[config.mk]
export PLATFORM = sky130hd
export DESIGN_NAME = decode_ctrl_pipe
export DESIGN_NICKNAME = d
export VERILOG_FILES = /design/src/rtl/decode_ctrl_pipe.sv
export SDC_FILE = /design/constraint.sdc
export NUM_CORES = 1
export LEC_CHECK = 0
export CAP_MARGIN = 20
export CORE_AREA = 2 2 116 118
export CTS_CLUSTER_SIZE = 10
export DETAILED_ROUTE_END_ITERATION = 10
export DIE_AREA = 0 0 118 120
export GPL_TIMING_DRIVEN = 1
export PLACE_DENSITY_LB_ADDON = 0.05
export SYNTH_ARGS = -nofsm -noshare
export SYNTH_HDL_FRONTEND = slang
export SYNTH_SLANG_ARGS = --single-unit
[constraint.sdc]
create_clock -name clock -period 2.5 [get_ports clock]
set_clock_uncertainty 0.15 [all_clocks]
set_input_delay 0.5 -clock clock [delete_from_list [all_inputs] [get_ports clock]]
set_output_delay 0.5 -clock clock [all_outputs]
set_load 0.005 [all_outputs]
[src/rtl/decode_ctrl_pipe.sv]
// RV32I decode/control stage with a registered ID/EX bundle, valid/ready handshake,
// load-use bubbling, flush squash, illegal flagging and optional M decode.
module decode_ctrl_pipe #(
    parameter int unsigned XLEN     = 32,
    parameter int unsigned PC_W     = 32,
    parameter int unsigned ENABLE_M = 0,
    parameter int unsigned CNT_W    = 16
) (
    input  logic              clock,
    input  logic              reset,
    input  logic              in_valid,
    input  logic [31:0]       in_inst,
    input  logic [PC_W-1:0]   in_pc,
    output logic              in_ready,
    input  logic              ex_ready,
    input  logic              flush,
    output logic              out_valid,
    output logic [PC_W-1:0]   out_pc,
    output logic [4:0]        out_rd,
    output logic [4:0]        out_rs1,
    output logic [4:0]        out_rs2,
    output logic [2:0]        out_funct3,
    output logic [XLEN-1:0]   out_imm,
    output logic [4:0]        out_alu_sel,
    output logic              out_b_sel,
    output logic              out_pc_sel,
    output logic              out_brn_enable,
    output logic              out_jump,
    output logic              out_mem_rd,
    output logic              out_mem_wr,
    output logic [1:0]        out_wb_sel,
    output logic              out_reg_we,
    output logic              out_ecall,
    output logic              out_illegal,
    output logic [CNT_W-1:0]  bubble_count
);

    localparam logic [6:0] OPC_LUI    = 7'b0110111;
    localparam logic [6:0] OPC_AUIPC  = 7'b0010111;
    localparam logic [6:0] OPC_JAL    = 7'b1101111;
    localparam logic [6:0] OPC_JALR   = 7'b1100111;
    localparam logic [6:0] OPC_BRANCH = 7'b1100011;
    localparam logic [6:0] OPC_LOAD   = 7'b0000011;
    localparam logic [6:0] OPC_STORE  = 7'b0100011;
    localparam logic [6:0] OPC_OPIMM  = 7'b0010011;
    localparam logic [6:0] OPC_OP     = 7'b0110011;
    localparam logic [6:0] OPC_SYSTEM = 7'b1110011;

    localparam logic [1:0] WB_MEM = 2'd0;
    localparam logic [1:0] WB_ALU = 2'd1;
    localparam logic [1:0] WB_PC4 = 2'd2;

    typedef struct packed {
        logic [PC_W-1:0] pc;
        logic [4:0]      rd;
        logic [4:0]      rs1;
        logic [4:0]      rs2;
        logic [2:0]      funct3;
        logic [XLEN-1:0] imm;
        logic [4:0]      alu_sel;
        logic            b_sel;
        logic            pc_sel;
        logic            brn_enable;
        logic            jump;
        logic            mem_rd;
        logic            mem_wr;
        logic [1:0]      wb_sel;
        logic            reg_we;
        logic            ecall;
        logic            illegal;
    } bundle_t;

    bundle_t     dec;
    bundle_t     q;
    logic        q_valid;
    logic        uses_rs1;
    logic        uses_rs2;
    logic        hazard;
    logic [31:0] imm32;

    logic [6:0] opcode;
    logic [2:0] funct3;
    logic [6:0] funct7;

    assign opcode = in_inst[6:0];
    assign funct3 = in_inst[14:12];
    assign funct7 = in_inst[31:25];

    // Decode the presented instruction into an ID/EX bundle
    always_comb begin
        dec        = '0;
        uses_rs1   = 1'b0;
        uses_rs2   = 1'b0;
        imm32      = '0;
        dec.pc     = in_pc;
        dec.rs1    = in_inst[19:15];
        dec.rs2    = in_inst[24:20];
        dec.funct3 = funct3;
        case (opcode)
            OPC_LUI: begin
                imm32      = {in_inst[31:12], 12'b0};
                dec.rs1    = 5'd0;
                dec.b_sel  = 1'b1;
                dec.wb_sel = WB_ALU;
                dec.reg_we = 1'b1;
            end
            OPC_AUIPC: begin
                imm32      = {in_inst[31:12], 12'b0};
                dec.pc_sel = 1'b1;
                dec.b_sel  = 1'b1;
                dec.wb_sel = WB_ALU;
                dec.reg_we = 1'b1;
            end
            OPC_JAL: begin
                imm32      = {{12{in_inst[31]}}, in_inst[19:12], in_inst[20], in_inst[30:21], 1'b0};
                dec.pc_sel = 1'b1;
                dec.jump   = 1'b1;
                dec.wb_sel = WB_PC4;
                dec.reg_we = 1'b1;
            end
            OPC_JALR: begin
                imm32      = {{20{in_inst[31]}}, in_inst[31:20]};
                uses_rs1   = 1'b1;
                dec.jump   = 1'b1;
                dec.wb_sel = WB_PC4;
                dec.reg_we = 1'b1;
            end
            OPC_BRANCH: begin
                imm32 = {{20{in_inst[31]}}, in_inst[7], in_inst[30:25], in_inst[11:8], 1'b0};
                uses_rs1       = 1'b1;
                uses_rs2       = 1'b1;
                dec.pc_sel     = 1'b1;
                dec.b_sel      = 1'b1;
                dec.brn_enable = 1'b1;
            end
            OPC_LOAD: begin
                imm32      = {{20{in_inst[31]}}, in_inst[31:20]};
                uses_rs1   = 1'b1;
                dec.b_sel  = 1'b1;
                dec.mem_rd = 1'b1;
                dec.wb_sel = WB_MEM;
                dec.reg_we = 1'b1;
            end
            OPC_STORE: begin
                imm32      = {{20{in_inst[31]}}, in_inst[31:25], in_inst[11:7]};
                uses_rs1   = 1'b1;
                uses_rs2   = 1'b1;
                dec.b_sel  = 1'b1;
                dec.mem_wr = 1'b1;
            end
            OPC_OPIMM: begin
                imm32       = {{20{in_inst[31]}}, in_inst[31:20]};
                uses_rs1    = 1'b1;
                dec.b_sel   = 1'b1;
                dec.alu_sel = {1'b0, (funct3 == 3'b101) & funct7[5], funct3};
                dec.wb_sel  = WB_ALU;
                dec.reg_we  = 1'b1;
            end
            OPC_OP: begin
                if (funct7 == 7'b0000000 || funct7 == 7'b0100000) begin
                    uses_rs1    = 1'b1;
                    uses_rs2    = 1'b1;
                    dec.alu_sel = {1'b0, funct7[5], funct3};
                    dec.wb_sel  = WB_ALU;
                    dec.reg_we  = 1'b1;
                end else if (funct7 == 7'b0000001 && ENABLE_M != 0) begin
                    uses_rs1    = 1'b1;
                    uses_rs2    = 1'b1;
                    dec.alu_sel = {1'b1, 1'b0, funct3};
                    dec.wb_sel  = WB_ALU;
                    dec.reg_we  = 1'b1;
                end else begin
                    dec.illegal = 1'b1;
                end
            end
            OPC_SYSTEM: begin
                if (in_inst[31:7] == 25'd0) begin
                    dec.ecall = 1'b1;
                end else begin
                    dec.illegal = 1'b1;
                end
            end
            default: dec.illegal = 1'b1;
        endcase
        dec.imm = XLEN'($signed(imm32));
        dec.rd  = dec.reg_we ? in_inst[11:7] : 5'd0;
    end

    // Load-use: the bundle in EX is a load whose destination this instruction reads
    assign hazard = in_valid && q_valid && q.mem_rd && (q.rd != 5'd0) &&
                    ((uses_rs1 && (dec.rs1 == q.rd)) || (uses_rs2 && (dec.rs2 == q.rd)));

    assign in_ready = flush || ((!q_valid || ex_ready) && !hazard);

    // ID/EX register and bubble counter
    always_ff @(posedge clock or negedge reset) begin
        if (!reset) begin
            q            <= '0;
            q_valid      <= 1'b0;
            bubble_count <= '0;
        end else if (flush) begin
            q       <= '0;
            q_valid <= 1'b0;
        end else if (hazard && ex_ready) begin
            q       <= '0;
            q_valid <= 1'b0;
            if (bubble_count != '1) begin
                bubble_count <= bubble_count + CNT_W'(1);
            end
        end else if (in_valid && in_ready) begin
            q       <= dec;
            q_valid <= 1'b1;
        end else if (q_valid && !ex_ready) begin
            q       <= q;
            q_valid <= q_valid;
        end else begin
            q       <= '0;
            q_valid <= 1'b0;
        end
    end

    assign out_valid      = q_valid;
    assign out_pc         = q.pc;
    assign out_rd         = q.rd;
    assign out_rs1        = q.rs1;
    assign out_rs2        = q.rs2;
    assign out_funct3     = q.funct3;
    assign out_imm        = q.imm;
    assign out_alu_sel    = q.alu_sel;
    assign out_b_sel      = q.b_sel;
    assign out_pc_sel     = q.pc_sel;
    assign out_brn_enable = q.brn_enable;
    assign out_jump       = q.jump;
    assign out_mem_rd     = q.mem_rd;
    assign out_mem_wr     = q.mem_wr;
    assign out_wb_sel     = q.wb_sel;
    assign out_reg_we     = q.reg_we;
    assign out_ecall      = q.ecall;
    assign out_illegal    = q.illegal;

endmodule

==> results.py <==
metrics = {
    "run_status": {
        "status": "finished with violations",
        "violations": "negative setup slack",
    },
    "logic_synthesis": {
        "yosys.area.top_type_share": 0.5546,
        "synth_enable_flop_cells": 0,
        "ys_ff_latch": 114,
        "ys_types": 61,
        "syn_nets": 541,
        "syn_area_per_cell_um2": 10.92,
        "yosysSeqAreaShare": 0.5546,
        "synthArstFlopShare": 1.000,
        "syn_area_um2": 5144,
        "yosys-top-cells-area": "dfrtp_1, a22o_1, nand2_1, xnor2_1, o21ai_0",
        "syn_inst": 471,
        "yosysWarnings": 0,
        "synthFlopType": "dfrtp_1",
        "yosysTopAreaCell": "dfrtp_1",
    },
    "cells_and_area": {
        "stdcell_count": 935,
        "fin_nets": 815,
        "syn_to_final_growth_pct": 69.37,
        "drive_gt1_frac": 0.2441,
    },
    "power": {
        "sw_frac_of_total": 0.2277,
        "power_leakage_nw": 3.853,
        "combPwrFrac": 0.106,
        "pwr-share-seq": 0.382,
        "p_clk_frac": 0.512,
        "internal_power_w": 0.003849,
        "ir_drop_mv": 0.3699,
        "switching_power_w": 0.001135,
        "pwr_density_cell_nw_per_um2": 572.1,
    },
    "floorplanning": {
        "rows": 42,
        "dieHeight_um": 120,
        "start_util": 0.3963,
        "core_um2": 12980,
        "ios": 185,
        "die_w_um": 118,
        "dieArea_um2": 14160,
    },
    "placement": {
        "port_buffers": 183,
        "gp_congestion": 0.9099,
        "dpl.cell_count": 891,
        "hpwl_um": 12440,
    },
    "setup_path": {
        "critPathLaunchType": "primary input",
        "cp.arrival_ns": 2.18,
        "required_ns": 1.85,
        "r2r-end": "bubble_count[11]",
        "reg2reg_setup_slack_ns": -0.14,
        "crit_fanout": 4,
        "critPathLaunch": "in_inst[6]",
        "r2r_start": "out_rd[1]",
        "cp-end-kind": "primary output",
        "crit_end": "in_ready",
        "reg2regPathDepth": 11,
        "crit_type": "in2out",
    },
    "sta": {
        "hold_viol": 0,
        "worst_pin_slew_ns": 0.5791,
        "slew_headroom": 0.6139,
        "fmax_mhz": 353.3,
        "setup_violations": 26,
        "min_period_over_period": 1.132,
        "holdWs_ns": 0.2651,
        "layout_setup_ws_ns": -0.3302,
        "rsz0062_at_grt": "yes",
        "drv_slew": 0,
        "period_needed_ns": 2.830,
    },
    "grt": {
        "grt_pass1_vias": 4926,
        "grt_overflow": 0,
        "grt_max_degree": 76,
        "grt_usage": 0.2460,
        "grt_pass1_wl_um": 27070,
        "antenna_found_initial": 1,
    },
    "clock_tree": {
        "cts_buffers": 17,
        "cts_tree": "done",
        "cts_buffer_depth": 2,
        "clk_pin_slew_ns": 0.05,
        "cts_root_buffer": "clkbuf_16",
        "h-tree-depth": 4,
        "clock_sinks": 114,
        "clock_latency_ns": 0.41,
    },
    "routing": {
        "vias": 4988,
        "ant_nets": 0,
        "drt-total-wl_um": 17480,
        "drc": 0,
        "drt-pass1-iter-count": 5,
        "drt-initial-drc-count": 326,
        "via_per_inst": 5.335,
        "wl_per_cell_um": 18.69,
    },
    "run": {
        "max-cap-violations": 0,
    },
    "min_path": {
        "hp-class": "in2reg",
    },
}
[Yosys cell counts (5+ instances only)]
cell type / count
and3_1: 5
buf_6: 5
a22o_1: 63
nor2_1: 27
a21oi_1: 25
nor3_1: 8
inv_1: 5
o21ai_1: 5
dfrtp_1: 114
clkbuf_1: 17
xnor2_1: 18
nand2b_1: 5
nand2_1: 54
nand3_1: 11
o21ai_0: 29
a21o_1: 5
[power by group through the flow]
| stage | registers, W | clock network [W] | logic (W) |
|---|---|---|---|
| 3_3_place_gp | 0.00194 | 0 | 0.000514 |
| 5_1_grt | 0.00191 | 0.00270 | 0.000565 |
| 6_report | 0.00191 | 0.00255 | 0.000527 |
| 3_5_place_dp | 0.00194 | 0 | 0.000518 |
| 4_1_cts | 0.00191 | 0.00258 | 0.000522 |
| 2_1_floorplan | 0.00194 | 0 | 0.000143 |
[what timing repair did]
item                                    in CTS  in global routing
endpoints found under the hold margin       39                  0
gates cloned                                 2                  2
endpoints found under the setup margin     109                 96
hold buffers                                 1                  0
setup buffers                                3                  5
gates resized for setup                     81                 20
pin swaps                                   33                 18
[worst max-delay path, stage by stage]
cell and delay, ns:
dlygate4sd2_1 0.25, nand3b_1 0.31, buf_4 0.23, nor2_2 0.12, o2bb2ai_1 0.10, a31oi_2 0.28
or2_1 0.16, a21o_1 0.12, buf_2 0.11
[placed cells by master (no fill, tap or decap), drive strengths merged, types with 4 or more instances in the layout]
cell	synthesis	routed
clkbuf	17	22
dfrtp	114	114
inv	6	7
nor3	8	8
a21oi	25	25
xnor2	18	18
and3	5	5
nor4	6	6
a21o	5	5
o21ai	34	34
nand2	54	54
nand2b	5	5
clkinv	0	4
nand3	11	11
buf	13	103
a32o	4	4
a22oi	4	4
dlygate4sd2	0	17
clkdlybuf4s50	0	158
a22o	63	63
and2	4	7
nor2	27	27
xor2	4	4
nand4	4	4
[sequential cells by signal, summed over array words and instances, names as in the netlist, 2 cells and up]
name	cells
bubble_count	16
out_alu_sel	4
out_wb_sel	2
out_imm	32
out_rd	5
out_rs2	5
out_rs1	5
out_funct3	3
out_pc	32
[cell families (layout without fill, tap and decap cells)]
kind of cell    Yosys count  in the layout  share of synthesized area
compound gates          157            157                     0.2260
xor+xnor                 22             22                    0.03746
fa+ha+maj                 1              1                   0.002432
buf+inv                  36            320                    0.03721
flops                   114            114                     0.5546
mux                       2              2                   0.004378
other cells               1              2                  0.0007290
simple gates            138            141                     0.1372
[worst min-delay path by stage]
stage	start	end	slack (ns)	depth (start not counted)
detailed placement	out_imm[31]	out_imm[31]	0.31	2
CTS	in_inst[25]	out_imm[5]	0.25	3
floorplan	reset	bubble_count[0]	0.05	0
global route	in_inst[25]	out_imm[5]	0.26	3
finish	in_inst[25]	out_imm[5]	0.27	3
global placement	out_reg_we	out_reg_we	0.32	1
[per-layer routing]
layer | vias up | part of all wire | GRT usage
met5 | - | 0 | 0
met3 | 21 | 0.054 | 0.06416
met4 | 0 | 0.016 | 0.08208
met1 | 2481 | 0.46 | 0.3373
li1 | 2307 | - | -
met2 | 179 | 0.47 | 0.3805
[area by class of cell]
cell class / instances / area, µm²
repair buffers: 282 / 2641
inverters: 6 / 22.52
clock inverters: 10 / 148.9
well taps: 176 / 220.2
multi-input cells: 324 / 2336
flip-flops and latches: 114 / 2856
fillers: 1071 / 4268
diodes: 1 / 2.502
clock buffers: 22 / 484.2
[per-stage QoR]
step                setup WS, ns  total power, W  utilization  setup TNS (ns)  cell area, µm²
floorplan               -0.01874        0.002083            -         -0.7612            5176
global placement         -0.9317        0.002450       0.6000          -66.96            7787
detailed placement       -0.9343        0.002455       0.6000          -70.62            7787
CTS                      -0.3446        0.005010       0.6607          -1.263            8576
global route             -0.4001        0.005173       0.6712          -5.920            8712
finish                   -0.3302        0.004984       0.6712          -3.241            8712
(Power assumes the default switching activity.)
